### config.mk
export PLATFORM = sky130hd
export DESIGN_NAME = mouse_receiver
export DESIGN_NICKNAME = d
export VERILOG_FILES = /design/src/rtl/mouse_pkg.sv /design/src/rtl/ps2_sync_edge.sv /design/src/rtl/mouse_receiver.sv
export SDC_FILE = /design/constraint.sdc
export NUM_CORES = 1
export LEC_CHECK = 0
export BUFFER_PORTS_ARGS = -buffer_cell sky130_fd_sc_hd__buf_4
export CORE_MARGIN = 5
export CORE_UTILIZATION = 45
export CTS_CLUSTER_DIAMETER = 150
export DETAILED_ROUTE_END_ITERATION = 16
export PLACE_DENSITY = 0.61
export SYNTH_ARGS = -nofsm -noshare
export SYNTH_HDL_FRONTEND = slang
export SYNTH_SLANG_ARGS = --single-unit
### constraint.sdc
create_clock -name CLK -period 2 [get_ports CLK]
set_input_delay 0.4 -clock CLK [delete_from_list [all_inputs] [get_ports CLK]]
set_output_delay 0.4 -clock CLK [all_outputs]
set_load 0.02 [all_outputs]
### src/rtl/mouse_pkg.sv
// Shared definitions for the PS/2 mouse interface: receiver state encoding,
// receive error codes and the command/response bytes used by master and transmitter.
package mouse_pkg;

    typedef enum logic [2:0] {
        IDLE,
        DATA,
        PARITY,
        STOP,
        DONE
    } rxState_e;

    localparam logic [1:0] ERR_NONE   = 2'b00;
    localparam logic [1:0] ERR_PARITY = 2'b01;
    localparam logic [1:0] ERR_STOP   = 2'b10;

    localparam logic [7:0] CMD_RESET         = 8'hFF;
    localparam logic [7:0] RSP_ACK           = 8'hFA;
    localparam logic [7:0] RSP_SELF_TEST_OK  = 8'hAA;
    localparam logic [7:0] RSP_DEVICE_ID     = 8'h00;
    localparam logic [7:0] CMD_ENABLE_REPORT = 8'hF4;

    // PS/2 uses odd parity: the parity bit makes the total count of ones odd.
    function automatic logic oddParity(input logic [7:0] value);
        return ~^value;
    endfunction

endpackage

### src/rtl/ps2_sync_edge.sv
// Synchronises the asynchronous PS/2 clock and data pads into the system clock
// domain and flags each falling edge of the PS/2 clock with a one-cycle pulse.
module ps2_sync_edge #(
    parameter int SYNC_STAGES = 2
) (
    input  logic clk_i,
    input  logic rst_ni,
    input  logic ps2Clk_i,
    input  logic ps2Data_i,
    output logic data_o,
    output logic fe_o
);

    logic [SYNC_STAGES-1:0] clkSync_q;
    logic [SYNC_STAGES-1:0] dataSync_q;
    logic                   clkPrev_q;

    // Idle PS/2 lines are high, so resetting to ones avoids a false edge after reset.
    always_ff @(posedge clk_i or negedge rst_ni) begin
        if (!rst_ni) begin
            clkSync_q  <= '1;
            dataSync_q <= '1;
            clkPrev_q  <= 1'b1;
        end else begin
            clkSync_q  <= (clkSync_q << 1) | SYNC_STAGES'(ps2Clk_i);
            dataSync_q <= (dataSync_q << 1) | SYNC_STAGES'(ps2Data_i);
            clkPrev_q  <= clkSync_q[SYNC_STAGES-1];
        end
    end

    assign data_o = dataSync_q[SYNC_STAGES-1];
    assign fe_o   = clkPrev_q & ~clkSync_q[SYNC_STAGES-1];

endmodule

### src/rtl/mouse_receiver.sv
// PS/2 device-to-host receiver: deserialises start/8 data/odd parity/stop frames
// and hands each byte with its error code to the mouse master.
module mouse_receiver
    import mouse_pkg::*;
#(
    parameter int TIMEOUT     = 100000,
    parameter int SYNC_STAGES = 2
) (
    input  logic       CLK,
    input  logic       RESET,
    input  logic       CLK_MOUSE_IN,
    input  logic       DATA_MOUSE_IN,
    input  logic       READ_ENABLE,
    output logic [7:0] BYTE_READ,
    output logic [1:0] BYTE_ERROR_CODE,
    output logic       BYTE_READY
);

    localparam int TMO_W = $clog2(TIMEOUT + 1);

    logic dataSync;
    logic fe;

    rxState_e   state_q,    state_d;
    logic [7:0] shift_q,    shift_d;
    logic [2:0] bitCnt_q,   bitCnt_d;
    logic [TMO_W-1:0] tmo_q, tmo_d;
    logic [1:0] pendErr_q,  pendErr_d;
    logic [7:0] byteRead_q, byteRead_d;
    logic [1:0] errCode_q,  errCode_d;
    logic       ready_q,    ready_d;

    ps2_sync_edge #(
        .SYNC_STAGES(SYNC_STAGES)
    ) u_syncEdge (
        .clk_i    (CLK),
        .rst_ni   (RESET),
        .ps2Clk_i (CLK_MOUSE_IN),
        .ps2Data_i(DATA_MOUSE_IN),
        .data_o   (dataSync),
        .fe_o     (fe)
    );

    always_ff @(posedge CLK or negedge RESET) begin
        if (!RESET) begin
            state_q    <= IDLE;
            shift_q    <= 8'h00;
            bitCnt_q   <= 3'd0;
            tmo_q      <= '0;
            pendErr_q  <= ERR_NONE;
            byteRead_q <= 8'h00;
            errCode_q  <= ERR_NONE;
            ready_q    <= 1'b0;
        end else begin
            state_q    <= state_d;
            shift_q    <= shift_d;
            bitCnt_q   <= bitCnt_d;
            tmo_q      <= tmo_d;
            pendErr_q  <= pendErr_d;
            byteRead_q <= byteRead_d;
            errCode_q  <= errCode_d;
            ready_q    <= ready_d;
        end
    end

    // Outputs are loaded on the stop-bit edge so BYTE_READY is high during DONE,
    // one cycle after that edge, with byte and code already valid.
    always_comb begin
        state_d    = state_q;
        shift_d    = shift_q;
        bitCnt_d   = bitCnt_q;
        tmo_d      = '0;
        pendErr_d  = pendErr_q;
        byteRead_d = byteRead_q;
        errCode_d  = errCode_q;
        ready_d    = 1'b0;

        unique case (state_q)
            IDLE: begin
                if (fe && !dataSync && READ_ENABLE) begin
                    state_d  = DATA;
                    bitCnt_d = 3'd0;
                end
            end

            DATA, PARITY, STOP: begin
                if (fe) begin
                    unique case (state_q)
                        DATA: begin
                            shift_d[bitCnt_q] = dataSync;
                            bitCnt_d          = bitCnt_q + 3'd1;
                            if (bitCnt_q == 3'd7) begin
                                state_d = PARITY;
                            end
                        end
                        PARITY: begin
                            if (dataSync != oddParity(shift_q)) begin
                                pendErr_d = pendErr_q | ERR_PARITY;
                            end
                            state_d = STOP;
                        end
                        default: begin
                            byteRead_d = shift_q;
                            errCode_d  = pendErr_q | (dataSync ? ERR_NONE : ERR_STOP);
                            ready_d    = 1'b1;
                            pendErr_d  = ERR_NONE;
                            state_d    = DONE;
                        end
                    endcase
                end else if (tmo_q == TMO_W'(TIMEOUT)) begin
                    // Mouse stopped clocking mid-frame: drop everything collected so far.
                    state_d   = IDLE;
                    shift_d   = 8'h00;
                    bitCnt_d  = 3'd0;
                    pendErr_d = ERR_NONE;
                end else begin
                    tmo_d = tmo_q + TMO_W'(1);
                end
            end

            DONE: begin
                pendErr_d = ERR_NONE;
                state_d   = IDLE;
            end

            default: begin
                state_d = IDLE;
            end
        endcase
    end

    assign BYTE_READ       = byteRead_q;
    assign BYTE_ERROR_CODE = errCode_q;
    assign BYTE_READY      = ready_q;

endmodule
==> results.md <==
- The run finished with clean final reports.
- The total track usage is between 10 and 15%.
- The power after layout is ~2.3 mW.
- The total vias in the final route is ~1600.
- The number of cells on the worst reg-to-reg path is 8.
- Leaving out fill and tap cells, the most frequent cells in the layout are 43 x dfrtp_1, 24 x nor2_1, 21 x buf_4.
- The count of TritonRoute iterations in the first routing pass is 5.
- The top fanout value on the critical path is 5.
- Across the whole layout, storage elements account for roughly 1200 um2.
- For this block, wires on met1 add up to between 2 and 2.5 mm.
- The tree is rooted in a clkbuf_8.
- The startpoint of the worst-slack reg-to-reg timing path is tmo_q[0].
- The number of hold-slack violations in the final timing report is 0.
- The detailed-route wire length per cell is around 14 um.
- The number of clock sinks is 48.
- The die covers ~6500 um2.
- From left edge to right edge, the die measures a little over 80 um.
- From bottom edge to top edge, the die measures about 81 um.
- The total power divided by cell area is 882 nW/um2.
- Synthesis inferred between 40 and 50 register bits.
- The number of fill cells in the layout is just over 400.
- Prior to clock tree synthesis, the placed netlist has a worst setup slack of 0.0650 ns.
- The tool flagged a number of max-cap violations equal to 0.
- Derived from the worst setup path, the maximum achievable clock frequency is around 530 MHz.
- The initial antenna violation count is 0.
- The total CTS buffers is 5.
- The via count of the first global-routing pass is approximately 1500.
- The clock transition time at the flip-flop clock pins of the worst setup and hold paths is 0.08 ns.
- The number of nets handed over by synthesis was 216.
- The library cell used most frequently in the layout, excluding fill and tap cells, is dfrtp_1.
- The Yosys step of the flow raised 0 warnings.
- In the finished design, the share of the clock period the worst path needs comes to about 95%.
- The number of enable flip-flop cells after synthesis is 0.
- The synthesized netlist cell count is 207.
- The aggregate global routing overflow is 0.
- The utilization after layout is between 50% and 60%.
- The total I/O pin count is 16.
- In the synthesized netlist the dominant register cell turns out to be dfrtp_1.
- After detailed routing, the number of vias per cell comes to 5.20.
- Of the cells placed in the final design, the portion with a size suffix greater than 1 is between 20% and 30%.
- The worst flop-to-flop path endpoint is shift_q[0].
- Once detail routing completed, the nets flagged for antenna violations numbered 0.
- The uppermost metal layer occupied by signal nets is met4.
- During placement, the flow inserted port buffers numbering 15.
- For this block, the routed nets add up to 4.20 mm of wire.
- STA classifies the critical path startpoint as a flip-flop.
- The average footprint of a synthesized cell is roughly 11 um2.
- The buffer depth of the longest clock path is 2.
- Across all register-to-register paths, the minimum setup slack is around 0.10 ns.
- The initialized floorplan defines 25 standard-cell rows.
- The post-synthesis sequential area ratio is between 50% and 60%.
- In this run the static leakage power is around 1.2 nW.
- The half-perimeter wire length after detailed placement is approximately 3.0 mm.
- The detailed route wirelength on metal3 is a little under 200 um.
- The most critical setup path has its endpoint at shift_q[0].
- The number of diodes is 0.
- The first global-routing pass estimated roughly 7.4 mm of wire.
- The final weighted congestion in routability-driven placement is 0.866.
- The final instance area is 2580 um2.
- In this run the number of H-tree levels came out at 2.
- Data on the critical path arrives at its endpoint at approximately 2.1 ns.
- For this run, asynchronously set or reset flops after synthesis account for 100%.
- The region available for standard cell placement spans ~4800 um2.
- The transition time at the pin with the least slew margin is around 0.6 ns.
- The worst setup path is captured at a flip-flop.
- The effective utilization at floorplan is a little under half.
- The area of the mapped netlist is ~2300 um2.
- The kind of critical path is reg2reg.
- The count of nets after finishing is between 200 and 250.
- In this run the worst setup path begins at tmo_q[0].
- The final count of pins violating max slew is 0.
- The peak ir drop on the vdd network is around 0.00042 V.
- The count of final setup violators is 0.
- The netlist uses 38 different library cells.
- After the first detailed-routing iteration, the DRC count stood at around 90.
- The routed wire length on met2 is ~1.8 mm.
- At the worst endpoint, the required time is roughly 2.2 ns.
- The clock tree from TritonCTS is yes.
- The standard cell area after detailed placement is roughly 2500 um2.
- The path class of the tightest hold or removal check is in2async.
- The count of hold-fix buffers inserted at cts is 0.
- The worst pin sits at a relative slew slack of 59.9%.
- The clock reaches the later pin of the worst-skew pair after roughly 0.29 ns.
- After detailed routing, the number of remaining DRC violations is 0.
- The multi-input combinational cells in the finished layout cover a total of ~1000 um2.
- Entering global routing, the biggest net connects between 40 and 50 pins.
- Across the routed clock network, the largest skew measured is 0.00473 ns.
- Once routing completed, OpenROAD measured the worst setup slack at 0.103 ns.
- The clock period minus worst slack is about 1.9 ns.
- The layout-stage area growth over the synthesis result is 14.5%.
-- what timing repair did --
item                       4_1_cts  5_1_grt
resized for setup                0        3
hold endpoints to repair         0        0
buffers inserted                 0        1
setup endpoints to repair        0        8
-- registers in the layout, summed over array words and instances (netlist names) --
| signal | count |
|---|---|
| tmo_q | 17 |
| BYTE_READ | 8 |
| shift_q | 8 |
| bitCnt_q | 3 |
| state_q | 3 |
| BYTE_ERROR_CODE | 2 |
| u_syncEdge.clkSync_q | 2 |
| u_syncEdge.dataSync_q | 2 |
| BYTE_READY | 1 |
| pendErr_q | 1 |
| u_syncEdge.clkPrev_q | 1 |
-- cells in the mapped netlist, types with 5 or more instances --
cell type	instances	area share (%)
inv_1	10	1.7
nor3_1	8	1.8
and3_1	9	2.5
xnor2_1	14	5.4
nand2_1	18	3.0
mux2_2	9	4.5
nand3_1	7	1.6
xor2_1	7	2.7
o21ai_0	11	2.4
nor2_1	24	4.0
dfrtp_1	43	48
dfstp_2	5	5.8
-- worst min path at each step --
stage               slack, ns                        to
finish                   0.10                  tmo_q[6]
global route             0.15                state_q[2]
CTS                      0.12                state_q[2]
detailed placement       0.35  u_syncEdge.dataSync_q[1]
global placement         0.35   u_syncEdge.clkSync_q[1]
floorplan                0.10        BYTE_ERROR_CODE[0]
-- routing by layer --
layer  GRT usage, %  up-vias
met2           21.2       33
met4           4.56        0
met5              0        -
li1               -      765
met1           21.1      753
met3           4.21        5
-- report_power, final --
group / internal [mW] / switching [mW]
logic: 0.239 / 0.312
clock network: 0.276 / 0.307
registers: 1.05 / 0.0909
-- per-stage QoR --
step | TNS, ns | std cells | hold slack (ns)
after floorplan | 0 | 207 | 0.104
after global placement | 0 | 290 | 0.347
after detailed placement | 0 | 290 | 0.350
after CTS | 0 | 298 | 0.124
after global routing | -0.0235 | 299 | 0.154
final | 0 | 299 | 0.104
-- logic make-up after synthesis --
logic type	Yosys count	synth area share [%]
compound gates	29	9.59
fa+ha+maj	4	2.22
xor+xnor	22	9.14
flops	48	53.5
mux	12	5.82
simple gates	78	17.1
buf+inv	14	2.66
-- final cells by class --
cell class	instances	share of cell area [%]
Sequential cell	48	46.7
Multi-Input combinational cell	145	38.9
Timing Repair Buffer	21	6.10
Tap cell	67	3.24
Clock buffer	6	3.19
Inverter	10	1.45
Clock inverter	2	0.387
-- worst max-delay path, cell delays in order (launching register included) --
cell,delay [ns]
dfrtp_1,0.42
inv_1,0.08
ha_1,0.16
nor4bb_4,0.30
nand4_1,0.12
buf_4,0.18
a21oi_4,0.19
o21ai_0,0.12
a32o_1,0.21
(Power assumes the default switching activity.)
